`config.mk`:
```
export PLATFORM = sky130hd
export DESIGN_NAME = bytebeat_pcm_mixer
export DESIGN_NICKNAME = d
export VERILOG_FILES = /design/src/rtl/bytebeat_pcm_mixer.sv
export SDC_FILE = /design/constraint.sdc
export NUM_CORES = 1
export LEC_CHECK = 0
export BUFFER_PORTS_ARGS = -buffer_cell sky130_fd_sc_hd__buf_4
export CAP_MARGIN = 40
export CORE_ASPECT_RATIO = 0.6
export CORE_MARGIN = 2
export CORE_UTILIZATION = 52
export DETAILED_ROUTE_END_ITERATION = 10
export PLACE_DENSITY = 0.92
export SYNTH_ARGS = -nofsm -noshare
export SYNTH_HDL_FRONTEND = slang
export SYNTH_SLANG_ARGS = --single-unit
```
`constraint.sdc`:
```
create_clock -name clk -period 9.5 [get_ports clk]
set_clock_uncertainty 0.15 [all_clocks]
set_input_delay 1.9 -clock clk [delete_from_list [all_inputs] [get_ports clk]]
set_output_delay 1.9 -clock clk [all_outputs]
set_load 0.01 [all_outputs]
```
`src/rtl/bytebeat_pcm_mixer.sv`:
```
// Mixes NUM_CH bytebeat PCM streams into one saturated 8-bit sample per sample_tick.
// Define MIXER_LPF_EN to add a one-pole smoothing stage (FILT) after scaling.
module bytebeat_pcm_mixer #(
  parameter int unsigned NUM_CH    = 8,
  parameter int unsigned LPF_SHIFT = 2
) (
  input  logic                  clk,
  input  logic                  rst_n,
  input  logic                  sample_tick,
  input  logic [NUM_CH-1:0]     ch_mask,
  input  logic [2:0]            vol_shift,
  input  logic [8*NUM_CH-1:0]   pcm_in,
  input  logic [NUM_CH-1:0]     pcm_vld,
  output logic [NUM_CH-1:0]     pcm_rdy,
  output logic [7:0]            sample_out,
  output logic                  sample_vld,
  output logic                  busy,
  output logic                  overrun
);

  localparam int unsigned IW = $clog2(NUM_CH);
  localparam int unsigned AW = 8 + IW;

  if (NUM_CH < 2 || NUM_CH > 16 || LPF_SHIFT > 8) begin : g_bad_cfg
    $error("bytebeat_pcm_mixer: unsupported NUM_CH or LPF_SHIFT");
  end

`ifdef MIXER_LPF_EN
  typedef enum logic [1:0] {IDLE = 2'd0, SCAN = 2'd1, SCALE = 2'd2, FILT = 2'd3} state_t;
`else
  typedef enum logic [1:0] {IDLE = 2'd0, SCAN = 2'd1, SCALE = 2'd2} state_t;
`endif

  state_t        state;
  state_t        state_nxt;
  logic [IW-1:0] idx;
  logic [AW-1:0] acc;
  logic [AW-1:0] shifted;
  logic [7:0]    pcm_sel;
  logic [7:0]    x;
  logic          take;

  always_ff @(posedge clk) begin
    if (!rst_n) state <= IDLE;
    else        state <= state_nxt;
  end

  always_comb begin
    state_nxt = state;
    case (state)
      IDLE:  if (sample_tick) state_nxt = SCAN;
      SCAN:  if (idx == IW'(NUM_CH - 1)) state_nxt = SCALE;
`ifdef MIXER_LPF_EN
      SCALE: state_nxt = FILT;
      FILT:  state_nxt = IDLE;
`else
      SCALE: state_nxt = IDLE;
`endif
      default: state_nxt = IDLE;
    endcase
  end

  // Channel handshake, busy flag and the scaled/saturated mix value.
  always_comb begin
    pcm_rdy = '0;
    pcm_sel = pcm_in[{idx, 3'b000} +: 8];
    take    = (state == SCAN) && ch_mask[idx] && pcm_vld[idx];
    if (take) pcm_rdy[idx] = 1'b1;
    busy    = (state != IDLE);
    shifted = acc >> vol_shift;
    x       = (shifted > AW'(255)) ? 8'hFF : shifted[7:0];
  end

`ifdef MIXER_LPF_EN
  logic [7:0]        x_q;
  logic [7:0]        y;
  logic [7:0]        y_nxt;
  logic signed [9:0] diff;
  logic signed [9:0] step;

  // y moves toward x by 2^-LPF_SHIFT of the signed difference.
  always_comb begin
    diff  = $signed({2'b00, x_q}) - $signed({2'b00, y});
    step  = diff >>> LPF_SHIFT;
    y_nxt = 8'($unsigned(step) + {2'b00, y});
  end
`endif

  always_ff @(posedge clk) begin
    if (!rst_n) begin
      acc        <= '0;
      idx        <= '0;
      sample_out <= 8'd0;
      sample_vld <= 1'b0;
      overrun    <= 1'b0;
`ifdef MIXER_LPF_EN
      x_q        <= 8'd0;
      y          <= 8'd0;
`endif
    end else begin
      sample_vld <= 1'b0;
      if (sample_tick && state != IDLE) overrun <= 1'b1;
      case (state)
        IDLE: begin
          if (sample_tick) begin
            acc <= '0;
            idx <= '0;
          end
        end
        SCAN: begin
          if (take) acc <= acc + AW'(pcm_sel);
          idx <= idx + IW'(1);
        end
        SCALE: begin
`ifdef MIXER_LPF_EN
          x_q <= x;
`else
          sample_out <= x;
          sample_vld <= 1'b1;
`endif
        end
`ifdef MIXER_LPF_EN
        FILT: begin
          y          <= y_nxt;
          sample_out <= y_nxt;
          sample_vld <= 1'b1;
        end
`endif
        default: ;
      endcase
    end
  end

endmodule
```
Yosys cells after proc, flatten, opt, wreduce, memory -nomap -nowiden
Cells that the tools add are included.

storage, ports and cells
  output and inout bits = 19
  register bits = 26

cells by class
  order comparisons = 3
  shift-type cells = 2
  mux-type cells = 17
  add/subtract/negate cells = 2
  equality and inequality tests = 6
  reductions and logical operators = 10

operator list
  cell                   count
  $shiftx A64 B7 Y8      1
  $mux W11               2
  $pmux W11 S2           1
  $mux W8                2
  $add A11 B8 Y11        1
  $gt A11 B8 Y1 const B  1
  $shr A11 B3 Y11        1
  $bmux W1 S3            2
  $ne A2 B2 Y1 const B   3
  $pmux W3 S2            1
  $logic_and A1 B1 Y1    4
  $lt A3 B4 Y1 const B   1
  $mux W1                4
  $mux W2                2
  $pmux W2 S2            1
  $reduce_and A2 Y1      2
  $reduce_bool A2 Y1     2
  $add A3 B1 Y3 const B  1
  $demux W1 S3           1
  $eq A3 B3 Y1 const B   1
  $ge A3 B1 Y1 const B   1
  $mux W3                1
  $reduce_and A3 Y1      1
  $eq A2 B1 Y1 const B   1
  2 further kinds        2

Longest topological paths before layout
Gate-level depths: netlist of the first run.

  depth in word-level cells = 6
  gate-level depth with buffers = 15
  mapped depth without buffers = 13

Least setup slack after synthesis of the first run
OpenSTA, ideal clock, no wires.

  path type = input-to-output
  start = input ch_mask[2]
  end = output pcm_rdy[4]
  data arrival time = 3.087 ns
  stages = 6
  setup slack = 4.363 ns
  buffers on the path = 0
  data required time = 7.450 ns
  path through = or3b_1 -> a21oi_2 -> a211oi_2 -> nor3_1 -> nand2_1 -> nor3_1

on the way
  cells in the longest elaborated chain, start to end = 5

RTL lines
  what                               line  RTL
  start: declaration                 10    input logic [NUM_CH-1:0] ch_mask,
  $bmux W1 S3                        67    take = (state == SCAN) && ch_mask[idx] && pcm_vld[idx];
  $mux W1 (not written as such)      67
  $logic_and A1 B1 Y1 (2 in series)  67
  $mux W8                            68    if (take) pcm_rdy[idx] = 1'b1;
  end: declaration                   14    output logic [NUM_CH-1:0] pcm_rdy,

No other way between the ends. The select of a mux whose other input is x is not followed.

Worst setup path in the final report of the first run
  start = input ch_mask[2]
  end = output pcm_rdy[7]

Same word-level chain as after synthesis.

==> metrics, run 1 <==
status completed; sw power between 0.08 and 0.09 mW; Hold WS between 300 and 400 ps; routed wire length roughly 7.2 mm; clock sink count 26; Synth cell types just under 50; gr busiest metal met2; Syn Area/Cell 8.198 µm²; DRT iter0 DRCs about 160; Chip Height 57.18 µm; drt first pass iters 5; Root Buffer clkbuf_8; Logic pwr share 0.329; Worst-Skew Late Latency ~280 ps; CTS tree done; ANT cells 0; grt met1 use 0.3690; CP endpoint kind output port; CP startpoint kind input port; f_max 181.1 MHz; TritonCTS Buffers 3; period utilization 0.5812; multi-input logic area roughly 1800 µm²; setup ws final 3979 ps; area occupied by registers between 500 and 600 µm²; vias per cell roughly 5.9; synth-to-layout area growth 34.76%; post-CTS sizing 0; Flop pwr share 0.372; sequential share of the synthesized area 0.2124; post-CTS setup repair buffer count 0; Routed Antenna Nets 0; first-pass GRT wire length between 10 and 15 mm; WS Path Type input port to output port; GR met3 Demand/Resource 0.05812; count leader, synth nand2_1; grt total ovfl 0; Worst Hold Class flop to flop; ys async rst share 0; Tot Pwr roughly 0.31 mW; Worst path slowest cell or3b_1; max-cap violations 0; switching share of power 0.2844; DRC errors left 0; Post-synth top cells nand2_1, dfxtp_1, nor2_1, o21ai_0; worst path cell trace buf_4 > or3b_1 > a21oi_2 > a211oi_2 > nor3_1 > nand2_1 > nor3_1 > buf_4; vias roughly 2700; Final TNS setup 0 ps; max incr delay on CP around 350 ps; post-DR wirelength/cell roughly 16 µm; Reg clk slew, reported paths about 90 ps; number of synthesized flops with an enable pin 0; cell count after synthesis ~300; met2 Usage GRT 0.4661; Place WS roughly 4000 ps; area post-placement around 3200 µm²; Arr. time, crit path ~3500 ps; Mapped Nets about 400; hold_buf cts 0; die width between 90 and 100 µm; largest net degree at the start of global routing 34; post-layout min period between 5000 and 6000 ps; die area 5297 µm²; post-synth top area share 0.2124; Least-Margin Pin Slew about 700 ps; fin nets around 500; vias in the first global route ~2500; GP Congestion about 0.83; cell internal pwr around 0.22 mW; yosys warns 0; Final Non-Filler Cells roughly 450; clock power share 0.299; leading area contributor after synthesis dfxtp_1; Top Family by Delay on Critical Path simple AND/OR/NAND/NOR gates; layout cells sized above 1 0.3564; fillers between 300 and 400; RSZ-0062 raised after global routing false; max-slew violations 0; Static Leak 1.446 nW; final setup vio count 0; worst path required time ~7500 ps; crit-path max FO 4; I/O Pins 105; Synth Register Bits 26; core footprint around 4600 µm²; H-Tree Depth 1; normalized max-slew margin 0.5347; post-placement cell count 449; Cell Rows 19; Post-synth top flop dfxtp_1; post-route cell area roughly 3300 µm²; Starting Density 0.5370; # port buffers about 100; Critical path buffers and inverters 2; post-layout util 0.7237; Synth Cell Area ~2500 µm²; Final Hold Fails 0; VDD IR max between 0.09 and 0.1 mV; initial antenna violation count 0; GRT Util Overall 0.2750; top post-synthesis cells by area dfxtp_1, mux4_2, mux2i_1, nand2_1, ha_1; hpwl dp approximately 5.5 mm; Power per Cell Area about 95 nW/µm²; CTS Buffer Depth 2
## power by group through the flow
| stage | sequential [mW] | clock (mW) | combinational [mW] |
|---|---|---|---|
| finish | 0.116 | 0.0936 | 0.103 |
| global route | 0.117 | 0.0989 | 0.113 |
| floorplan | 0.117 | 0 | 0.0627 |
| CTS | 0.116 | 0.0948 | 0.102 |
| global placement | 0.118 | 0 | 0.0972 |
| detailed placement | 0.119 | 0 | 0.101 |
## layer usage
metal	routed length, µm	up-vias
met5	0	-
met4	82	0
met3	615	14
met2	3392	109
met1	3090	1280
li1	-	1284
## worst paths after layout
check	from	endpoint	slack [ps]	depth (start not counted)
worst max-delay path	ch_mask[2]	pcm_rdy[7]	3980	8
worst min-delay path	sample_out[5]	sample_out[5]	320	2
worst max register to register	idx[0]	acc[10]	5640	14
worst min register to register	sample_out[5]	sample_out[5]	320	2
## cells in the final DEF (no fill, tap or decap), types with 2 or more instances in the layout
cell type and instances:
a211oi_1 2, a21boi_0 8, a21o_1 3, a21oi_1 19, a221o_1 3, a22oi_1 5, a31oi_1 3, and2_1 2
and3_1 7, buf_4 107, clkbuf_8 3, dfxtp_1 26, ha_1 10, inv_1 8, inv_2 2, mux2_2 7
mux2i_1 19, mux4_2 12, nand2_1 39, nand2b_1 3, nand3_1 7, nand3b_1 2, nor2_1 22, nor2b_1 11
nor3_1 8, nor4_1 2, o21ai_0 20, o21bai_1 2, o311ai_0 5, xnor2_1 5
## layout make-up
type / count / area share
clock buffer: 3 / 0.01250
clock inverter: 1 / 0.009091
inverter: 10 / 0.01136
multi-input combinational: 243 / 0.5424
sequential: 26 / 0.1576
tap: 63 / 0.02386
timing repair buffer: 107 / 0.2432
## flip-flops by register name (all words and copies together) (netlist names)
| name | count |
|---|---|
| sample_out | 8 |
| overrun | 1 |
| acc | 11 |
| idx | 3 |
| state | 2 |
| sample_vld | 1 |
## logic make-up after synthesis
logic type | Yosys count | synth area share
adders and majority gates | 11 | 0.05921
xor gates and xnor gates | 5 | 0.01787
DFF | 26 | 0.2124
buffers and inverters | 30 | 0.05666
and+or+nand+nor | 109 | 0.2154
AOI/OAI and AO/OA | 80 | 0.2185
muxes | 38 | 0.2200
## worst min-delay path: stages (launching register included)
cell      delay (ps)
dfxtp_1          320
nand2_1           50
a21boi_0          60
(Power assumes the default switching activity.)
==> run 2: changes to the inputs <==
CORE_UTILIZATION = 49   (was 52)
PLACE_DENSITY = 0.88   (was 0.92)
clock period = 5.1 ns   (was 9.5 ns; I/O delays follow)
==> metrics, run 2 (same netlist as run 1, synthesis figures left out) <==
normalized max-slew margin 0.5074; period utilization 0.7744; max-cap violations 0; CTS tree done; most used cell, CP o21ai_0; crit-path max FO 20; Final Hold Fails 0; GP Congestion 0.9118; vias 2647; WS Path Type flop to flop; initial antenna violation count 0; Reg clk slew, reported paths 90 ps; DRC errors left 0; post-CTS setup repair buffer count 0; worst path cell trace mux2_2 > a221o_1 > o21ai_0 > o21ai_0 > ha_1 > fa_1 > a21oi_1 > o21ai_0 > a2111oi_0 > nor3_1 > nand4_2 > mux2i_1; DRT iter0 DRCs between 150 and 200; Chip Height a little under 60 µm; fin nets 488; H-Tree Depth 1; Power per Cell Area approximately 180 nW/µm²; Starting Density 0.5234; worst path required time 5150 ps; status completed; grt total ovfl 0; Worst path slowest cell dfxtp_1; final setup vio count 0; # port buffers about 100; die area approximately 5600 µm²; Worst-Skew Late Latency between 200 and 300 ps; Worst Hold Class flop to flop; hpwl dp 5.374 mm; vias per cell 5.843; CP endpoint kind flop; Top reg by flops acc; synth-to-layout area growth 34.76%; vias in the first global route between 2000 and 2500; core footprint ~4700 µm²; post-placement cell count approximately 450; VDD IR max approximately 0.21 mV; hold_buf cts 0; Arr. time, crit path ~4000 ps; Critical path buffers and inverters 0; post-layout min period about 4000 ps; most frequent cells in the layout buf_4, nand2_1, dfxtp_1, nor2_1, o21ai_0; Final TNS setup 0 ps; max incr delay on CP roughly 800 ps; max-slew violations 0; first-pass GRT wire length 11.33 mm; post-CTS sizing 0; Final Non-Filler Cells roughly 450; ANT cells 0; Least-Margin Pin Slew approximately 740 ps; Root Buffer clkbuf_8; Tot Pwr 0.5794 mW; largest net degree at the start of global routing 23; Cell Rows 19; routed wire length ~7 mm; Routed Antenna Nets 0; Top Family by Delay on Critical Path compound AO/OA/AOI/OAI gates; die width between 90 and 100 µm; clock sink count 26; CP startpoint kind flop; biggest registers after layout acc x11, sample_out x8, idx x3; layout cells sized above 1 0.3564; TritonCTS Buffers 3; I/O Pins 105; CTS Buffer Depth 2; Static Leak ~1.4 nW; max reg flops 11; drt first pass iters 4; GRT Util Overall 0.2518; post-DR wirelength/cell approximately 15 µm; f_max between 200 and 300 MHz; RSZ-0062 raised after global routing false; most common cell after layout, fill and taps aside buf_4
[run 2: cell type report]
class	instances	area, µm²
timing repair buffer	107	803.3
inverter	10	37.54
clock buffer	3	41.29
sequential	26	520.5
fill	367	1380
multi-input combinational	243	1792
clock inverter	1	30.03
tap	63	78.83
[run 2: worst paths after layout]
path | from | depth (start not counted) | slack (ps) | end
max | idx[2] | 12 | 1150 | acc[10]
max reg2reg | idx[2] | 12 | 1150 | acc[10]
min | sample_out[0] | 2 | 320 | sample_out[0]
min reg2reg | sample_out[0] | 2 | 320 | sample_out[0]
[run 2: per-stage QoR]
step	cell area, µm²	worst slack, ps	hold slack [ps]	util
global route	3303	782.6	342.5	0.7053
CTS	3303	1230	322.1	0.7053
finish	3303	1151	319.3	0.7053
floorplan	2451	1537	334.3	-
global placement	3232	1253	301.6	0.6901
detailed placement	3232	1059	311.5	0.6901
[run 2: where the power goes]
group / leakage [nW] / total [mW] / internal (mW) / switching [mW]
logic: 1.20 / 0.190 / 0.103 / 0.0866
clock network: 0.0357 / 0.171 / 0.105 / 0.0664
registers: 0.211 / 0.218 / 0.209 / 0.00922
[run 2: worst reg2reg max path, cell delays in order, from the launching register on]
cell and delay, ps:
dfxtp_1 810, mux2_2 420, a221o_1 290, o21ai_0 70
o21ai_0 140, ha_1 260, fa_1 410, a21oi_1 190
o21ai_0 130, a2111oi_0 480, nor3_1 190, nand4_2 130
mux2i_1 210
[run 2: layer usage]
layer,global-route usage,part of all wire
met4,0.008282,0.0054
met5,0,0
met2,0.4054,0.44
met1,0.3722,0.46
met3,0.04866,0.094
